<file path="config.mk">
export PLATFORM = sky130hd
export DESIGN_NAME = equalizer_cmul_sat
export DESIGN_NICKNAME = d
export VERILOG_FILES = /design/src/rtl/equalizer_cmul_sat.sv
export SDC_FILE = /design/constraint.sdc
export NUM_CORES = 2
export LEC_CHECK = 0
export BUFFER_PORTS_ARGS = -buffer_cell sky130_fd_sc_hd__buf_2
export CORE_UTILIZATION = 29
export CTS_CLUSTER_DIAMETER = 30
export DETAILED_ROUTE_END_ITERATION = 8
export GPL_TIMING_DRIVEN = 0
export PLACE_DENSITY = 0.47
export SLEW_MARGIN = 20
export SYNTH_ARGS = -nofsm -noshare
export SYNTH_HDL_FRONTEND = slang
export SYNTH_HIERARCHICAL = 1
export SYNTH_SLANG_ARGS = --single-unit
</file>
<file path="constraint.sdc">
create_clock -name clk -period 28.2 [get_ports clk]
set_input_delay 4.23 -clock clk [delete_from_list [all_inputs] [get_ports clk]]
set_output_delay 4.23 -clock clk [all_outputs]
set_load 0.1 [all_outputs]
</file>
<file path="src/rtl/equalizer_cmul_sat.sv">
// -----------------------------------------------------------------------------
// equalizer_cmul_sat
//   Complex multiply of one equalizer sample (a) by its channel-correction
//   coefficient (b). Four 16x16 signed 4-stage multipliers produce
//   ar*br, ai*bi, ar*bi and ai*br. These are combined into re/im, rounded
//   half up, arithmetically shifted right by SHIFT and saturated to OUT_W
//   bits. The result lands in the output register.
//
//   Optional feature macro: EQ_CMUL_SAT_CNT_EN
//     When defined, this adds the saturation event counter sat_cnt and its
//     synchronous clear sat_clr.
//
// Ports
//   clk            rising-edge clock
//   reset_n        asynchronous active-low reset
//   s_valid/s_ready/s_last   input handshake and end-of-symbol tag
//   s_ar/s_ai      signed sample I/Q
//   s_br/s_bi      signed coefficient I/Q
//   m_valid/m_ready/m_last   output handshake and end-of-symbol tag
//   m_re/m_im      signed rounded and saturated result
//   m_sat          set when re or im of this output was clipped
//   sat_cnt        saturation event count (EQ_CMUL_SAT_CNT_EN only)
//   sat_clr        synchronous clear of sat_cnt (EQ_CMUL_SAT_CNT_EN only)
//
// Handshake: a transfer occurs on a rising edge where valid and ready are
// both high. Once m_valid is asserted, m_valid and the output data hold
// until m_ready is seen. s_ready never depends on s_valid.
// -----------------------------------------------------------------------------

module equalizer_mul_mul_16s_16s_32_4_1 (
  input  logic               clk,
  input  logic               ce,
  input  logic signed [15:0] din0,
  input  logic signed [15:0] din1,
  output logic signed [31:0] dout
);
  // The data registers are left unreset on purpose. The valid pipe in the
  // parent masks whatever they hold after reset.
  logic signed [15:0] a_r, b_r;
  logic signed [31:0] m1_r, m2_r, m3_r;

  always_ff @(posedge clk) begin
    if (ce) begin
      a_r  <= din0;
      b_r  <= din1;
      m1_r <= a_r * b_r;
      m2_r <= m1_r;
      m3_r <= m2_r;
    end
  end

  assign dout = m3_r;
endmodule

module equalizer_cmul_sat #(
  parameter int SHIFT = 15,
  parameter int OUT_W = 16
`ifdef EQ_CMUL_SAT_CNT_EN
  ,
  parameter int CNT_W = 16
`endif
) (
  input  logic                    clk,
  input  logic                    reset_n,
  input  logic                    s_valid,
  output logic                    s_ready,
  input  logic                    s_last,
  input  logic signed [15:0]      s_ar,
  input  logic signed [15:0]      s_ai,
  input  logic signed [15:0]      s_br,
  input  logic signed [15:0]      s_bi,
  output logic                    m_valid,
  input  logic                    m_ready,
  output logic                    m_last,
  output logic signed [OUT_W-1:0] m_re,
  output logic signed [OUT_W-1:0] m_im,
  output logic                    m_sat
`ifdef EQ_CMUL_SAT_CNT_EN
  ,
  output logic [CNT_W-1:0]        sat_cnt,
  input  logic                    sat_clr
`endif
);

  localparam logic signed [33:0] RND   = 34'sd1 <<< (SHIFT - 1);
  localparam logic signed [33:0] MAX_V = (34'sd1 <<< (OUT_W - 1)) - 34'sd1;
  localparam logic signed [33:0] MIN_V = -(34'sd1 <<< (OUT_W - 1));

  logic                ce;
  logic [3:0]          v_pipe;
  logic [3:0]          l_pipe;
  logic signed [31:0]  p0, p1, p2, p3;
  logic signed [33:0]  re_sum, im_sum, re_sh, im_sh;
  logic [OUT_W-1:0]    re_sat, im_sat;
  logic                re_clip, im_clip;

  // The whole pipe advances together. The output stage is allowed to move
  // whenever it is empty or being drained.
  assign ce      = ~m_valid | m_ready;
  assign s_ready = ce;

  equalizer_mul_mul_16s_16s_32_4_1 u_mul0 (.clk(clk), .ce(ce), .din0(s_ar), .din1(s_br), .dout(p0));
  equalizer_mul_mul_16s_16s_32_4_1 u_mul1 (.clk(clk), .ce(ce), .din0(s_ai), .din1(s_bi), .dout(p1));
  equalizer_mul_mul_16s_16s_32_4_1 u_mul2 (.clk(clk), .ce(ce), .din0(s_ar), .din1(s_bi), .dout(p2));
  equalizer_mul_mul_16s_16s_32_4_1 u_mul3 (.clk(clk), .ce(ce), .din0(s_ai), .din1(s_br), .dout(p3));

  // The tags travel alongside the products. While ce is high, an idle input
  // shifts a bubble into the pipe.
  always_ff @(posedge clk or negedge reset_n) begin
    if (!reset_n) begin
      v_pipe <= '0;
      l_pipe <= '0;
    end else if (ce) begin
      v_pipe <= {v_pipe[2:0], s_valid};
      l_pipe <= {l_pipe[2:0], s_valid & s_last};
    end
  end

  // The sums need 33 bits, and adding RND needs one more bit of headroom.
  assign re_sum = $signed({{2{p0[31]}}, p0}) - $signed({{2{p1[31]}}, p1});
  assign im_sum = $signed({{2{p2[31]}}, p2}) + $signed({{2{p3[31]}}, p3});
  assign re_sh  = (re_sum + RND) >>> SHIFT;
  assign im_sh  = (im_sum + RND) >>> SHIFT;

  always_comb begin
    re_clip = 1'b0;
    im_clip = 1'b0;
    re_sat  = re_sh[OUT_W-1:0];
    im_sat  = im_sh[OUT_W-1:0];
    if (re_sh > MAX_V) begin
      re_sat  = MAX_V[OUT_W-1:0];
      re_clip = 1'b1;
    end else if (re_sh < MIN_V) begin
      re_sat  = MIN_V[OUT_W-1:0];
      re_clip = 1'b1;
    end
    if (im_sh > MAX_V) begin
      im_sat  = MAX_V[OUT_W-1:0];
      im_clip = 1'b1;
    end else if (im_sh < MIN_V) begin
      im_sat  = MIN_V[OUT_W-1:0];
      im_clip = 1'b1;
    end
  end

  always_ff @(posedge clk or negedge reset_n) begin
    if (!reset_n) begin
      m_valid <= 1'b0;
      m_last  <= 1'b0;
      m_re    <= '0;
      m_im    <= '0;
      m_sat   <= 1'b0;
    end else if (ce) begin
      m_valid <= v_pipe[3];
      m_last  <= l_pipe[3];
      m_sat   <= v_pipe[3] & (re_clip | im_clip);
      // The data is loaded only for real samples, so bubbles never expose
      // the unreset multiplier contents.
      if (v_pipe[3]) begin
        m_re <= re_sat;
        m_im <= im_sat;
      end
    end
  end

`ifdef EQ_CMUL_SAT_CNT_EN
  // The clear has priority over a same-cycle increment. The count sticks at
  // all-ones and does not wrap.
  always_ff @(posedge clk or negedge reset_n) begin
    if (!reset_n) begin
      sat_cnt <= '0;
    end else if (sat_clr) begin
      sat_cnt <= '0;
    end else if (m_valid && m_ready && m_sat && !(&sat_cnt)) begin
      sat_cnt <= sat_cnt + CNT_W'(1);
    end
  end
`endif

endmodule

</file>
==> summary.txt <==
STA
  – Worst Skew: 48.94 ps
  – Worst-margin pin slew: 1063 ps
  – Rel. slew slack: 28.92%
  – Final Setup Violations: 0
  – Min Clock Period, post-route: 11330 ps
  – Crit share post-route: 40.17%
  – Final Hold Fails: 0
  – Slew Viols, Final: 0
  – RSZ-0062 raised after global routing: no
  – Fmax: 88.27 MHz

Place
  – Post-Place Cells: 8547
  – # port buffers: 104
  – Gpl congestion: 0.8858
  – DP Wirelength: 142.2 mm
  – Cell Area, Placed: 0.06528 mm2

Synthesis
  – Top cell type's share of synthesized area: 34.40%
  – Synth area leader: fa_1
  – Net Count, Synth: 7213
  – Async SR Flop Fraction: 7.748%
  – Sequential area share after synthesis: 26.98%
  – Post-synth EDFFs: 512
  – Synthesized netlist cell count: 5644
  – Top FF cell, synth: edfxtp_1
  – Cell variety after synth: 93
  – Flops & latches, synth: 555
  – Mapped Area: 0.06098 mm2
  – Syn Area/Cell: 10.81 um2
  – Synth Warn #: 6
  – Synth area leaders: fa_1, edfxtp_1, ha_1, inv_1, and2_1

Worst setup path
  – Crit-path most repeated cell: buf_12
  – Slowest stage delay, CP: 550 ps
  – Critical register-to-register path startpoint: u_mul0/b_r[4]$_DFFE_PP_
  – CP delay by family, top: buffers and inverters
  – Max stage delay cell, worst path: clkbuf_4
  – Crit start category: primary input
  – Crit-path cells: buf_2, nand2b_1, clkbuf_1, clkbuf_4, buf_16, buf_12, buf_12, buf_16, buf_12, buf_2
  – CP endpoint kind: primary output
  – Crit path launch: m_ready
  – Crit path buffers/inverters: 9
  – CP arrival: 7100 ps
  – Max FO, Critical Path: 51
  – WS Path Type: primary input to primary output
  – CP Data Required Time: 23970 ps

Floorplanning
  – Top Ports: 105
  – Core area: 0.2081 mm2
  – Chip width: 460.6 um
  – Die ar.: 0.2121 mm2
  – Starting Density: 29.30%
  – Cell Rows: 167
  – Die height: 460.6 um

Route
  – Post-DRT Antenna Nets: 0
  – Drt drc: 0
  – Pre-antenna DRT Iters: 5
  – Initial DRC count: 2551
  – WL/cell: 19.49 um
  – Vias/cell: 4.513
  – Post-Route WL: 171.4 mm
  – Routed via count: 39690

Cells and area
  – Area growth, synth to finish: 14.65%
  – Non-filler cells in the finished layout: 8795
  – Commonest non-fill, non-tap cell in the layout: inv_1
  – Count of nets after finishing: 7461
  – Layout cell share with drive strength beyond 1: 6.836%
  – Most frequent cells in the layout: inv_1, fa_1, nand2_1
  – Post-route cell area: 0.06992 mm2

Clock tree
  – Deepest clock path buffer count: 3
  – CTS HTree Levels: 4
  – Root Buffer: clkbuf_16
  – Clock-pin slew on the worst setup and hold paths: 40 ps
  – Clk_lat worst skew: 760 ps
  – Cells resized by post-CTS repair: 0
  – Hold-fix buffers at CTS: 0
  – Post-CTS Repair Setup Buffers: 0
  – Num CTS Buffers: 131
  – Clk sink count: 555
  – CTS tree: yes

Min path
  – Worst hold start: u_mul3/m1_r[20]$_DFFE_PP_
  – Hold WC Path Type: flop to flop

Global route
  – Initial antenna violation count: 24
  – Number of global-route vias before repair: 42510
  – GRT overflow: 0
  – Largest net degree at the start of global routing: 57
  – GRT Util Overall: 16.65%
  – First-pass GRT wire length: 262.6 mm

Run
  – Max cap viols: 0

Run status
  – Status: complete, no violations
==> final cells by class <==
class                   count  area [um2]
fillers                 21190      138200
plain buffers             174       710.7
multi-input cells        3673       39170
well taps                2788        3488
inverters                1242        4662
diodes                      9       22.52
flip-flops and latches    555       16450
repair buffers            115       803.3
clock buffers             143        3397
clock inverters            96        1210
==> path summary, 6_finish.rpt <==
path	to	slack, ps	depth (start not counted)
hold reg to reg	u_mul3/m2_r[20]$_DFFE_PP_	390	0
min in group asynchronous	m_re[1]$_DFFE_PN0P_	3470	1
setup / recovery	s_ready	16870	10
setup reg to reg	u_mul0/m1_r[27]$_DFFE_PP_	20030	18
hold / removal	u_mul3/m2_r[20]$_DFFE_PP_	390	0
max in group asynchronous	m_re[2]$_DFFE_PN0P_	24350	1
==> kinds of logic (layout without fill, tap and decap cells) <==
kind of cell	Yosys count	count (layout)	share of synthesized area (%)
flops	555	555	26.98
mux	10	10	0.1806
buf+inv	1416	1770	8.804
simple gates	1421	1421	11.62
compound gates	576	576	6.358
xor+xnor	166	166	2.384
fa+ha+maj	1500	1500	43.68
other cells	0	9	0
==> synthesized netlist by cell type, drive strengths merged (7+ instances only) <==
master / count
nand2b: 30
a21boi: 8
a21o: 59
and3: 23
dfrtp: 43
a31oi: 19
a211o: 17
xor2: 45
nor4: 7
o21bai: 18
a211oi: 27
nor2: 157
nand3: 38
and2: 508
nand2: 564
or3: 9
o31ai: 8
clkbuf: 150
a21oi: 182
inv: 1242
nor3: 28
buf: 24
edfxtp: 512
o211ai: 23
mux2: 8
xnor2: 121
a2111oi: 9
fa: 1048
o21ai: 112
nor2b: 14
a311oi: 13
o21a: 25
nand4: 15
ha: 452
==> worst reg2reg max path, stage by stage, from the launching register on <==
cell and delay, ps:
edfxtp_1 500, buf_1 560, nand2_1 260, fa_1 610, inv_1 80, fa_1 970, fa_1 560, fa_1 480
fa_1 540, inv_1 50, fa_1 620, inv_1 70, ha_1 350, and4_1 250, nand3_1 160, o2111ai_2 240
o31ai_1 860, nand3b_1 180, xor2_1 540
==> per-stage QoR <==
stage / util, % / setup WS (ps) / hold slack [ps] / TNS [ps]
after floorplan: - / 4655 / 400.3 / 0
after global placement: 31.23 / -4056 / 404.3 / -4056
after detailed placement: 31.37 / 16820 / 404.5 / 0
after CTS: 33.58 / 16800 / 386.8 / 0
after global routing: 33.58 / 16650 / 393.6 / 0
final: 33.59 / 16870 / 389.2 / 0
==> metal layers <==
layer	wire length [um]	vias to the layer above	global-route usage, %	share of wire, %
met5	23	-	0	0.013
met4	4749	4	4.940	2.8
met3	10570	220	3.092	6.2
met2	78670	987	26.67	46
met1	77410	20270	22.74	45
li1	-	18210	-	-
Power is left out: the tool's default activity adds up to more than one toggle a clock period on the data nets, which glitch-free logic cannot reach.
